==> config.mk <==
export PLATFORM = sky130hd
export DESIGN_NAME = reg_tablero_flat
export DESIGN_NICKNAME = d
export VERILOG_FILES = /design/src/rtl/reg_tablero_pkg.sv /design/src/rtl/reg_tablero_if.sv /design/src/rtl/reg_tablero_casilla_cell.sv /design/src/rtl/reg_tablero.sv /design/src/flat_wrapper.sv
export SDC_FILE = /design/constraint.sdc
export NUM_CORES = 1
export LEC_CHECK = 0
export CAP_MARGIN = 25
export CORE_MARGIN = 2
export CORE_UTILIZATION = 44
export DETAILED_ROUTE_END_ITERATION = 12
export PLACE_DENSITY = 0.74
export SYNTH_ARGS = -nofsm -noshare
export SYNTH_HDL_FRONTEND = slang
export SYNTH_SLANG_ARGS = --single-unit
==> constraint.sdc <==
create_clock -name clk -period 5.6 [get_ports clk]
set_input_delay 0.84 -clock clk [delete_from_list [all_inputs] [get_ports clk]]
set_output_delay 0.84 -clock clk [all_outputs]
set_load 0.01 [all_outputs]
==> src/rtl/reg_tablero_pkg.sv <==
// Shared types for the board register file: cell owner encoding and turn helper.
package tablero_pkg;

    typedef enum logic [1:0] {
        EMPTY = 2'b00,
        P1    = 2'b01,
        P2    = 2'b10,
        RSVD  = 2'b11
    } cell_t;

    function automatic cell_t next_turn(cell_t cur);
        return (cur == P1) ? P2 : P1;
    endfunction

endpackage

==> src/rtl/reg_tablero_if.sv <==
// Move-request / board-status bundle between the move decoder and the board register file.
interface reg_tablero_if #(
    parameter int unsigned NUM_CELLS = 9,
    parameter int unsigned ADDR_W    = $clog2(NUM_CELLS),
    parameter int unsigned CNT_W     = $clog2(NUM_CELLS + 1)
);
    logic                 clear;
    logic                 write;
    logic [ADDR_W-1:0]    wr_addr;
    logic [1:0]           wr_player;
    logic [ADDR_W-1:0]    rd_addr;
    logic [1:0]           rd_data;
    logic                 wr_ack;
    logic                 wr_reject;
    logic [NUM_CELLS-1:0] p1_mask;
    logic [NUM_CELLS-1:0] p2_mask;
    logic [1:0]           turn;
    logic [CNT_W-1:0]     move_count;
    logic                 full;

    modport master (
        output clear, write, wr_addr, wr_player, rd_addr,
        input  rd_data, wr_ack, wr_reject, p1_mask, p2_mask, turn, move_count, full
    );

    modport slave (
        input  clear, write, wr_addr, wr_player, rd_addr,
        output rd_data, wr_ack, wr_reject, p1_mask, p2_mask, turn, move_count, full
    );
endinterface

==> src/rtl/reg_tablero_casilla_cell.sv <==
// One board cell: owner register with sync clear and load enable, plus decoded owner flags.
module casilla_cell
    import tablero_pkg::*;
(
    input  logic  clk,
    input  logic  rst,
    input  logic  clear,
    input  logic  load,
    input  cell_t din,
    output cell_t owner,
    output logic  p1_c,
    output logic  p2_c
);
    always_ff @(posedge clk or negedge rst) begin
        if (!rst) begin
            owner <= EMPTY;
        end else if (clear) begin
            owner <= EMPTY;
        end else if (load) begin
            owner <= din;
        end
    end

    assign p1_c = (owner == P1);
    assign p2_c = (owner == P2);
endmodule

==> src/rtl/reg_tablero.sv <==
// Board-state register file enforcing turn order, no-overwrite and range/full rules on moves.
module reg_tablero
    import tablero_pkg::*;
#(
    parameter int unsigned NUM_CELLS    = 9,
    parameter int unsigned ADDR_W       = $clog2(NUM_CELLS),
    parameter int unsigned CNT_W        = $clog2(NUM_CELLS + 1),
    parameter logic [1:0]  FIRST_PLAYER = 2'b01
) (
    input logic          clk,
    input logic          rst,
    reg_tablero_if.slave bus
);
    localparam int unsigned DEPTH = 1 << ADDR_W;

    cell_t                owner  [NUM_CELLS];
    cell_t                rd_pad [DEPTH];
    logic [NUM_CELLS-1:0] p1_vec;
    logic [NUM_CELLS-1:0] p2_vec;
    logic [NUM_CELLS-1:0] load;
    logic [DEPTH-1:0]     occ_pad;
    cell_t                turn_q;
    logic [CNT_W-1:0]     count_q;
    logic                 ack_q;
    logic                 rej_q;
    logic                 full_c;
    logic                 addr_ok_c;
    logic                 legal_c;

    for (genvar i = 0; i < NUM_CELLS; i++) begin : g_cell
        casilla_cell u_cell (
            .clk   (clk),
            .rst   (rst),
            .clear (bus.clear),
            .load  (load[i]),
            .din   (cell_t'(bus.wr_player)),
            .owner (owner[i]),
            .p1_c  (p1_vec[i]),
            .p2_c  (p2_vec[i])
        );
    end

    // Pad to the full address space so out-of-range addresses read as empty/unoccupied.
    always_comb begin
        for (int i = 0; i < DEPTH; i++) rd_pad[i] = EMPTY;
        for (int i = 0; i < NUM_CELLS; i++) rd_pad[i] = owner[i];
    end

    assign occ_pad   = DEPTH'(p1_vec | p2_vec);
    assign full_c    = (count_q == CNT_W'(NUM_CELLS));
    assign addr_ok_c = (32'(bus.wr_addr) < NUM_CELLS);

    // turn_q only ever holds P1/P2, so codes 00 and 11 fail the turn check.
    assign legal_c = bus.write && !bus.clear && addr_ok_c && !occ_pad[bus.wr_addr]
                   && (cell_t'(bus.wr_player) == turn_q) && !full_c;

    always_comb begin
        load = '0;
        for (int i = 0; i < NUM_CELLS; i++) begin
            load[i] = legal_c && (bus.wr_addr == ADDR_W'(i));
        end
    end

    always_ff @(posedge clk or negedge rst) begin
        if (!rst) begin
            turn_q  <= cell_t'(FIRST_PLAYER);
            count_q <= '0;
            ack_q   <= 1'b0;
            rej_q   <= 1'b0;
        end else if (bus.clear) begin
            turn_q  <= cell_t'(FIRST_PLAYER);
            count_q <= '0;
            ack_q   <= 1'b0;
            rej_q   <= 1'b0;
        end else begin
            ack_q <= legal_c;
            rej_q <= bus.write && !legal_c;
            if (legal_c) begin
                turn_q  <= next_turn(turn_q);
                count_q <= count_q + CNT_W'(1);
            end
        end
    end

    assign bus.rd_data    = 2'(rd_pad[bus.rd_addr]);
    assign bus.wr_ack     = ack_q;
    assign bus.wr_reject  = rej_q;
    assign bus.p1_mask    = p1_vec;
    assign bus.p2_mask    = p2_vec;
    assign bus.turn       = 2'(turn_q);
    assign bus.move_count = count_q;
    assign bus.full       = full_c;
endmodule

==> src/flat_wrapper.sv <==
// flat-port wrapper written by rule: the top's interface ports become plain ports
module reg_tablero_flat import tablero_pkg::*;
#(
    parameter int unsigned NUM_CELLS    = 9,
    parameter int unsigned ADDR_W       = $clog2(NUM_CELLS),
    parameter int unsigned CNT_W        = $clog2(NUM_CELLS + 1),
    parameter logic [1:0]  FIRST_PLAYER = 2'b01
)
  (clk, rst, bus_clear, bus_write, bus_wr_addr, bus_wr_player, bus_rd_addr, bus_rd_data, bus_wr_ack, bus_wr_reject, bus_p1_mask, bus_p2_mask, bus_turn, bus_move_count, bus_full);
  reg_tablero_if #(.NUM_CELLS(NUM_CELLS), .ADDR_W(ADDR_W), .CNT_W(CNT_W)) bus_i ();
  input logic clk;
  input logic rst;
  input wire logic [$bits(bus_i.clear)-1:0] bus_clear;
  input wire logic [$bits(bus_i.write)-1:0] bus_write;
  input wire logic [$bits(bus_i.wr_addr)-1:0] bus_wr_addr;
  input wire logic [$bits(bus_i.wr_player)-1:0] bus_wr_player;
  input wire logic [$bits(bus_i.rd_addr)-1:0] bus_rd_addr;
  output wire logic [$bits(bus_i.rd_data)-1:0] bus_rd_data;
  output wire logic [$bits(bus_i.wr_ack)-1:0] bus_wr_ack;
  output wire logic [$bits(bus_i.wr_reject)-1:0] bus_wr_reject;
  output wire logic [$bits(bus_i.p1_mask)-1:0] bus_p1_mask;
  output wire logic [$bits(bus_i.p2_mask)-1:0] bus_p2_mask;
  output wire logic [$bits(bus_i.turn)-1:0] bus_turn;
  output wire logic [$bits(bus_i.move_count)-1:0] bus_move_count;
  output wire logic [$bits(bus_i.full)-1:0] bus_full;
  assign bus_i.clear = bus_clear;
  assign bus_i.write = bus_write;
  assign bus_i.wr_addr = bus_wr_addr;
  assign bus_i.wr_player = bus_wr_player;
  assign bus_i.rd_addr = bus_rd_addr;
  assign bus_rd_data = bus_i.rd_data;
  assign bus_wr_ack = bus_i.wr_ack;
  assign bus_wr_reject = bus_i.wr_reject;
  assign bus_p1_mask = bus_i.p1_mask;
  assign bus_p2_mask = bus_i.p2_mask;
  assign bus_turn = bus_i.turn;
  assign bus_move_count = bus_i.move_count;
  assign bus_full = bus_i.full;
  reg_tablero #(.NUM_CELLS(NUM_CELLS), .ADDR_W(ADDR_W), .CNT_W(CNT_W), .FIRST_PLAYER(FIRST_PLAYER)) u_core (.clk(clk), .rst(rst), .bus(bus_i));
endmodule
# Word-level counts from Yosys, hierarchy flattened
# Index checks and enable logic that the tools add are counted.
dict set report word_totals {
  out_inout_bits 29
  in_bits 14
  regBits 26
}
dict set report classes {
  n_lt_le_gt_ge 3
  n_reduce_logical 30
  mux 30
  n_eq_ne 29
  bitwise 2
  addsub 1
}
# operator count
set op_table {}
lappend op_table {{2-bit two-way mux} 23}
lappend op_table {{2-bit by 1-bit == test with 1-bit output, second input constant} 10}
lappend op_table {{2-bit nonzero test} 10}
lappend op_table {{2-bit == test, second input constant} 9}
lappend op_table {{4-bit by 3-bit == test with 1-bit output, second input constant} 4}
lappend op_table {{1-bit logical AND} 15}
lappend op_table {{9-bit OR} 1}
lappend op_table {{2-bit binary-select mux with 4-bit select} 1}
lappend op_table {{4-bit by 2-bit == test with 1-bit output, second input constant} 2}
lappend op_table {{4-bit == test, second input constant} 2}
lappend op_table {{4-bit two-way mux} 2}
lappend op_table {{5-bit greater-or-equal comparator, second input constant} 1}
lappend op_table {{4-bit by 5-bit less-than comparator with 1-bit output, second input constant} 1}
lappend op_table {{4-bit NOT with 5-bit output} 1}
lappend op_table {{4-bit by 1-bit adder with 4-bit output, second input constant} 1}
lappend op_table {{1-bit binary-select mux with 4-bit select} 1}
lappend op_table {{4-bit by 1-bit == test with 1-bit output, second input constant} 1}
lappend op_table {{1-bit logical NOT} 4}
lappend op_table {{4-bit logical NOT} 1}
lappend op_table {{4-bit less-than comparator, second input constant} 1}
lappend op_table {{1-bit two-way mux} 3}
lappend op_table {{2-bit == test} 1}

# Logic depth before layout (Yosys ltp)
dict set report logic_depth {
  ltp_word 11
  ltp_mapped 8
  ltp_nobuf 8
}

# By module
# A second synthesis with hierarchy kept.
dict set report unflattened {
  hier_cells 161
  area_unflattened_um2 1606.5
}
# mod cells_per_inst instances area_each_um2
set by_module_without_submodules {}
lappend by_module_without_submodules {casilla_cell 8 9 90.1}
lappend by_module_without_submodules {reg_tablero 89 1 795.8}

# Worst setup path before layout
# Ideal clock, no wire load.
dict set report synth_path {
  path_type {input -> output}
  startpoint {in bus_rd_addr[0]}
  endpoint {out bus_rd_data[0]}
  t_arrival_ns 1.563
  stages 3
  required_ns 4.760
  path_slack_ns 3.197
  n_path_buf 0
  path_cell_list {mux4_2 > mux2i_1 > o21ai_0}
}
dict set report synth_via {
  elab_chain_cells 4
}
# element line_no
set synth_lines {}
lappend synth_lines {{start: declaration} flat_wrapper.sv:17} ;# input wire logic [$bits(bus_i.rd_addr)-1:0] bus_rd_addr;
lappend synth_lines {{4-bit NOT with 5-bit output (implied by the code)} reg_tablero.sv:85} ;# assign bus.rd_data = 2'(rd_pad[bus.rd_addr]);
lappend synth_lines {{2-bit binary-select mux with 4-bit select} reg_tablero.sv:85}
lappend synth_lines {{2-bit two-way mux (implied by the code) (2 in series)} reg_tablero.sv:85}
lappend synth_lines {{end: declaration} flat_wrapper.sv:18} ;# output wire logic [$bits(bus_i.rd_data)-1:0] bus_rd_data;
# No other way between the ends. The select of a mux whose other input is x is not followed.

# Worst setup path in the final report
# Same ends and word-level chain as after synthesis.

==> flow_summary_export.csv <==
group,metric,value,unit
outcome,outcome,"finished, final reports clean",
clock_tree,cts.clk_slew.worst_paths,0.09,ns
power,sequentialPowerShare,0.488,
detailed_routing,drt_first_pass_iters,4,
min_path,hp-class,"reg -> reg",
place,routabilityCongestion,0.837,
clock_tree,h-tree-depth,1,
die,die-area,4740,sq um
clock_tree,root_buffer,"clkbuf_8",
sta,slew_headroom,0.382,
global_routing,antenna_found_initial,0,
setup_path,r2r_setup_slack,3.16,ns
die,ios,43,
yosys,yosysTopAreaCell,"dfrtp_1",
setup_path,r2r_cells,7,
setup_path,worstReg2RegStart,"u_core.bus.move_count[0]",
sta,worst_pin_slew,0.916,ns
yosys,synthCells,187,
power,power.internal,308,uW
final_layout,diodes,0,
final_layout,drive_above_1_share,0.0853,
sta,period_share,0.633,
sta,worst_slack,2.06,ns
place,pre_cts_slack,2.04,ns
sta,slew_violations,0,
setup_path,critPathCaptureType,"output pin",
final_layout,multi_input_area,952,sq um
clock_tree,postCtsSetupBuffers,0,
detailed_routing,remaining_drc_errors,0,
clock_tree,cts_resized,0,
setup_path,critPathLaunch,"bus_rd_addr[0]",
global_routing,gr-total-overflow,0,
yosys,syn_area,1850,sq um
clock_tree,clk_path_buf_depth,2,
yosys,syn-num-nets,221,
power,power_density,191,nW/um^2
min_path,hold_path_depth,1,
yosys,synthTopCellsByCount,"dfrtp_1 (25), inv_1 (21), ha_1 (20), buf_4 (18), o21ai_0 (14)",
power,switching_share,0.278,
clock_tree,cts_tree,"yes",
sta,hold_violations,0,
setup_path,required,4.76,ns
detailed_routing,drtAntennaViolNets,0,
power,power.switching,119,uW
setup_path,arrival,2.70,ns
clock_tree,cts_hold_buf,0,
die,rows,23,
power,leakage,0.919,nW
die,die_h,68.8,um
power,clkPwrFrac,0.294,
yosys,avgSynthCellArea,9.89,sq um
setup_path,timing.rr.end,"u_core.g_cell[6].u_cell.owner[0]",
place,dp_hpwl,2.92,mm
global_routing,grt_pass1_wl,6.38,mm
detailed_routing,wl_per_cell,15.3,um
yosys,synth_edf_count,0,
clock_tree,numCtsBuffers,3,
sta,rsz0062_at_grt,"no",
run,max-cap-violations,0,
final_layout,fillers,359,
clock_tree,insertion_delay,0.28,ns
power,combPwrFrac,0.218,
setup_path,cp-start-kind,"primary input",
place,port_buffers,42,
yosys,synth_cell_types,35,
yosys,synth-async-reset-ratio,1.00,
detailed_routing,wl,3.98,mm
detailed_routing,num_vias,1440,
detailed_routing,drt_iter0_markers,71,
setup_path,worstSetupEndpoint,"bus_rd_data[0]",
die,start_util,0.459,
global_routing,grt_util_all_layers,0.184,
sta,fin_skew,0.00490,ns
yosys,yosys_warnings,0,
sta,min_period,3.54,ns
sta,tns,0,ns
yosys,synth_top_area_share,0.338,
yosys,synth_seq_cells,26,
yosys,synth.area.top_cells,"dfrtp_1 (34%), ha_1 (14%), buf_4 (7.3%), mux4_2 (4.9%), o2bb2ai_1 (4.7%)",
yosys,yosysSeqAreaShare,0.353,
yosys,synth_most_common_cell,"dfrtp_1",
clock_tree,clock-sinks,26,
detailed_routing,vias_per_cell,5.52,
power,ir_worst_vdd,0.127,mV
global_routing,grt_pass1_vias,1318,
final_layout,regArea,652,sq um
setup_path,cp_max_fo,5,
final_layout,nNetsFinal,246,
yosys,synthFlopType,"dfrtp_1",
sta,fmaxAchievable,0.282,GHz
die,core,4030,sq um
setup_path,path_class,"in -> out",
die,die_w,68.8,um
final_layout,synthToLayoutAreaGrowth,20.7,%
sta,finalSetupViolCount,0,
global_routing,grt_max_degree,27,
==> registers in the layout, summed over array words and instances, names as in the netlist <==
register and count:
u_core.bus.move_count 4, u_core.bus.wr_reject 1, u_core.bus.wr_ack 1, u_core.g_cell.u_cell.owner 18, u_core.bus.turn 2
==> how the worst min path moves through the flow <==
stage,endpoint,from
global route,u_core.bus.turn[1],u_core.bus.turn[1]
CTS,u_core.g_cell[0].u_cell.owner[0],u_core.g_cell[0].u_cell.owner[0]
detailed placement,u_core.g_cell[0].u_cell.owner[0],u_core.g_cell[0].u_cell.owner[0]
finish,u_core.g_cell[0].u_cell.owner[1],u_core.g_cell[0].u_cell.owner[1]
floorplan,u_core.g_cell[2].u_cell.owner[1],u_core.g_cell[2].u_cell.owner[1]
global placement,u_core.g_cell[0].u_cell.owner[1],u_core.g_cell[0].u_cell.owner[1]
==> metrics by stage <==
stage | power (mW) | hold slack [ns] | cell area, sq um | cells | util
floorplan | 0.266 | 0.497 | 1850 | 187 | -
global route | 0.448 | 0.582 | 2230 | 261 | 0.554
CTS | 0.431 | 0.563 | 2230 | 261 | 0.554
global placement | 0.304 | 0.536 | 2180 | 257 | 0.540
finish | 0.426 | 0.556 | 2230 | 261 | 0.554
detailed placement | 0.306 | 0.538 | 2180 | 257 | 0.540
==> cells in the final DEF (no fill, tap or decap), types with 3 or more instances in the layout <==
cell | netlist | layout
or3_1 | 7 | 7
dfrtp_1 | 25 | 25
o311ai_0 | 4 | 4
o21ai_0 | 14 | 14
nand2_1 | 8 | 8
nor2_1 | 4 | 4
mux4_2 | 4 | 4
o2bb2ai_1 | 10 | 10
clkbuf_8 | 0 | 4
inv_1 | 21 | 21
nor3_1 | 3 | 3
a21oi_1 | 9 | 9
or2_2 | 5 | 5
mux2i_1 | 6 | 6
ha_1 | 20 | 20
clkdlybuf4s50_1 | 0 | 42
==> final cells by class <==
type	instances	share of cell area
inverters	22	0.0370
repair buffers	43	0.192
clock buffers	4	0.0247
multi-input cells	116	0.427
well taps	50	0.0280
flip-flops and latches	26	0.292
==> cells by family (layout without fill, tap and decap cells) <==
family                     Yosys count  after routing  share of synthesized area
buffers and inverters               45             69                      0.133
AOI/OAI and AO/OA                   44             44                      0.158
and+or+nand+nor                     40             40                      0.131
DFF                                 26             26                      0.353
adders and majority gates           20             20                      0.135
muxes                               10             10                     0.0812
xor gates and xnor gates             2              2                    0.00947
==> critical path: stages <==
cell,delay (ns)
clkdlybuf4s50_1,0.61
mux4_2,0.53
mux2i_1,0.14
o21ai_0,0.09
clkdlybuf4s50_1,0.48
==> metal layers <==
metal,global-route usage,vias up,wire [um]
li1,-,692,-
met1,0.260,705,1890
met2,0.294,39,1870
met3,0.0195,4,183
met4,0.0662,0,49
met5,0,-,0
==> power by group through the flow <==
stage,clock (mW),sequential (mW),combinational [mW]
finish,0.125,0.208,0.0931
global route,0.136,0.210,0.102
CTS,0.129,0.208,0.0939
detailed placement,0,0.212,0.0937
global placement,0,0.212,0.0922
floorplan,0,0.209,0.0571
(Power assumes the default switching activity.)
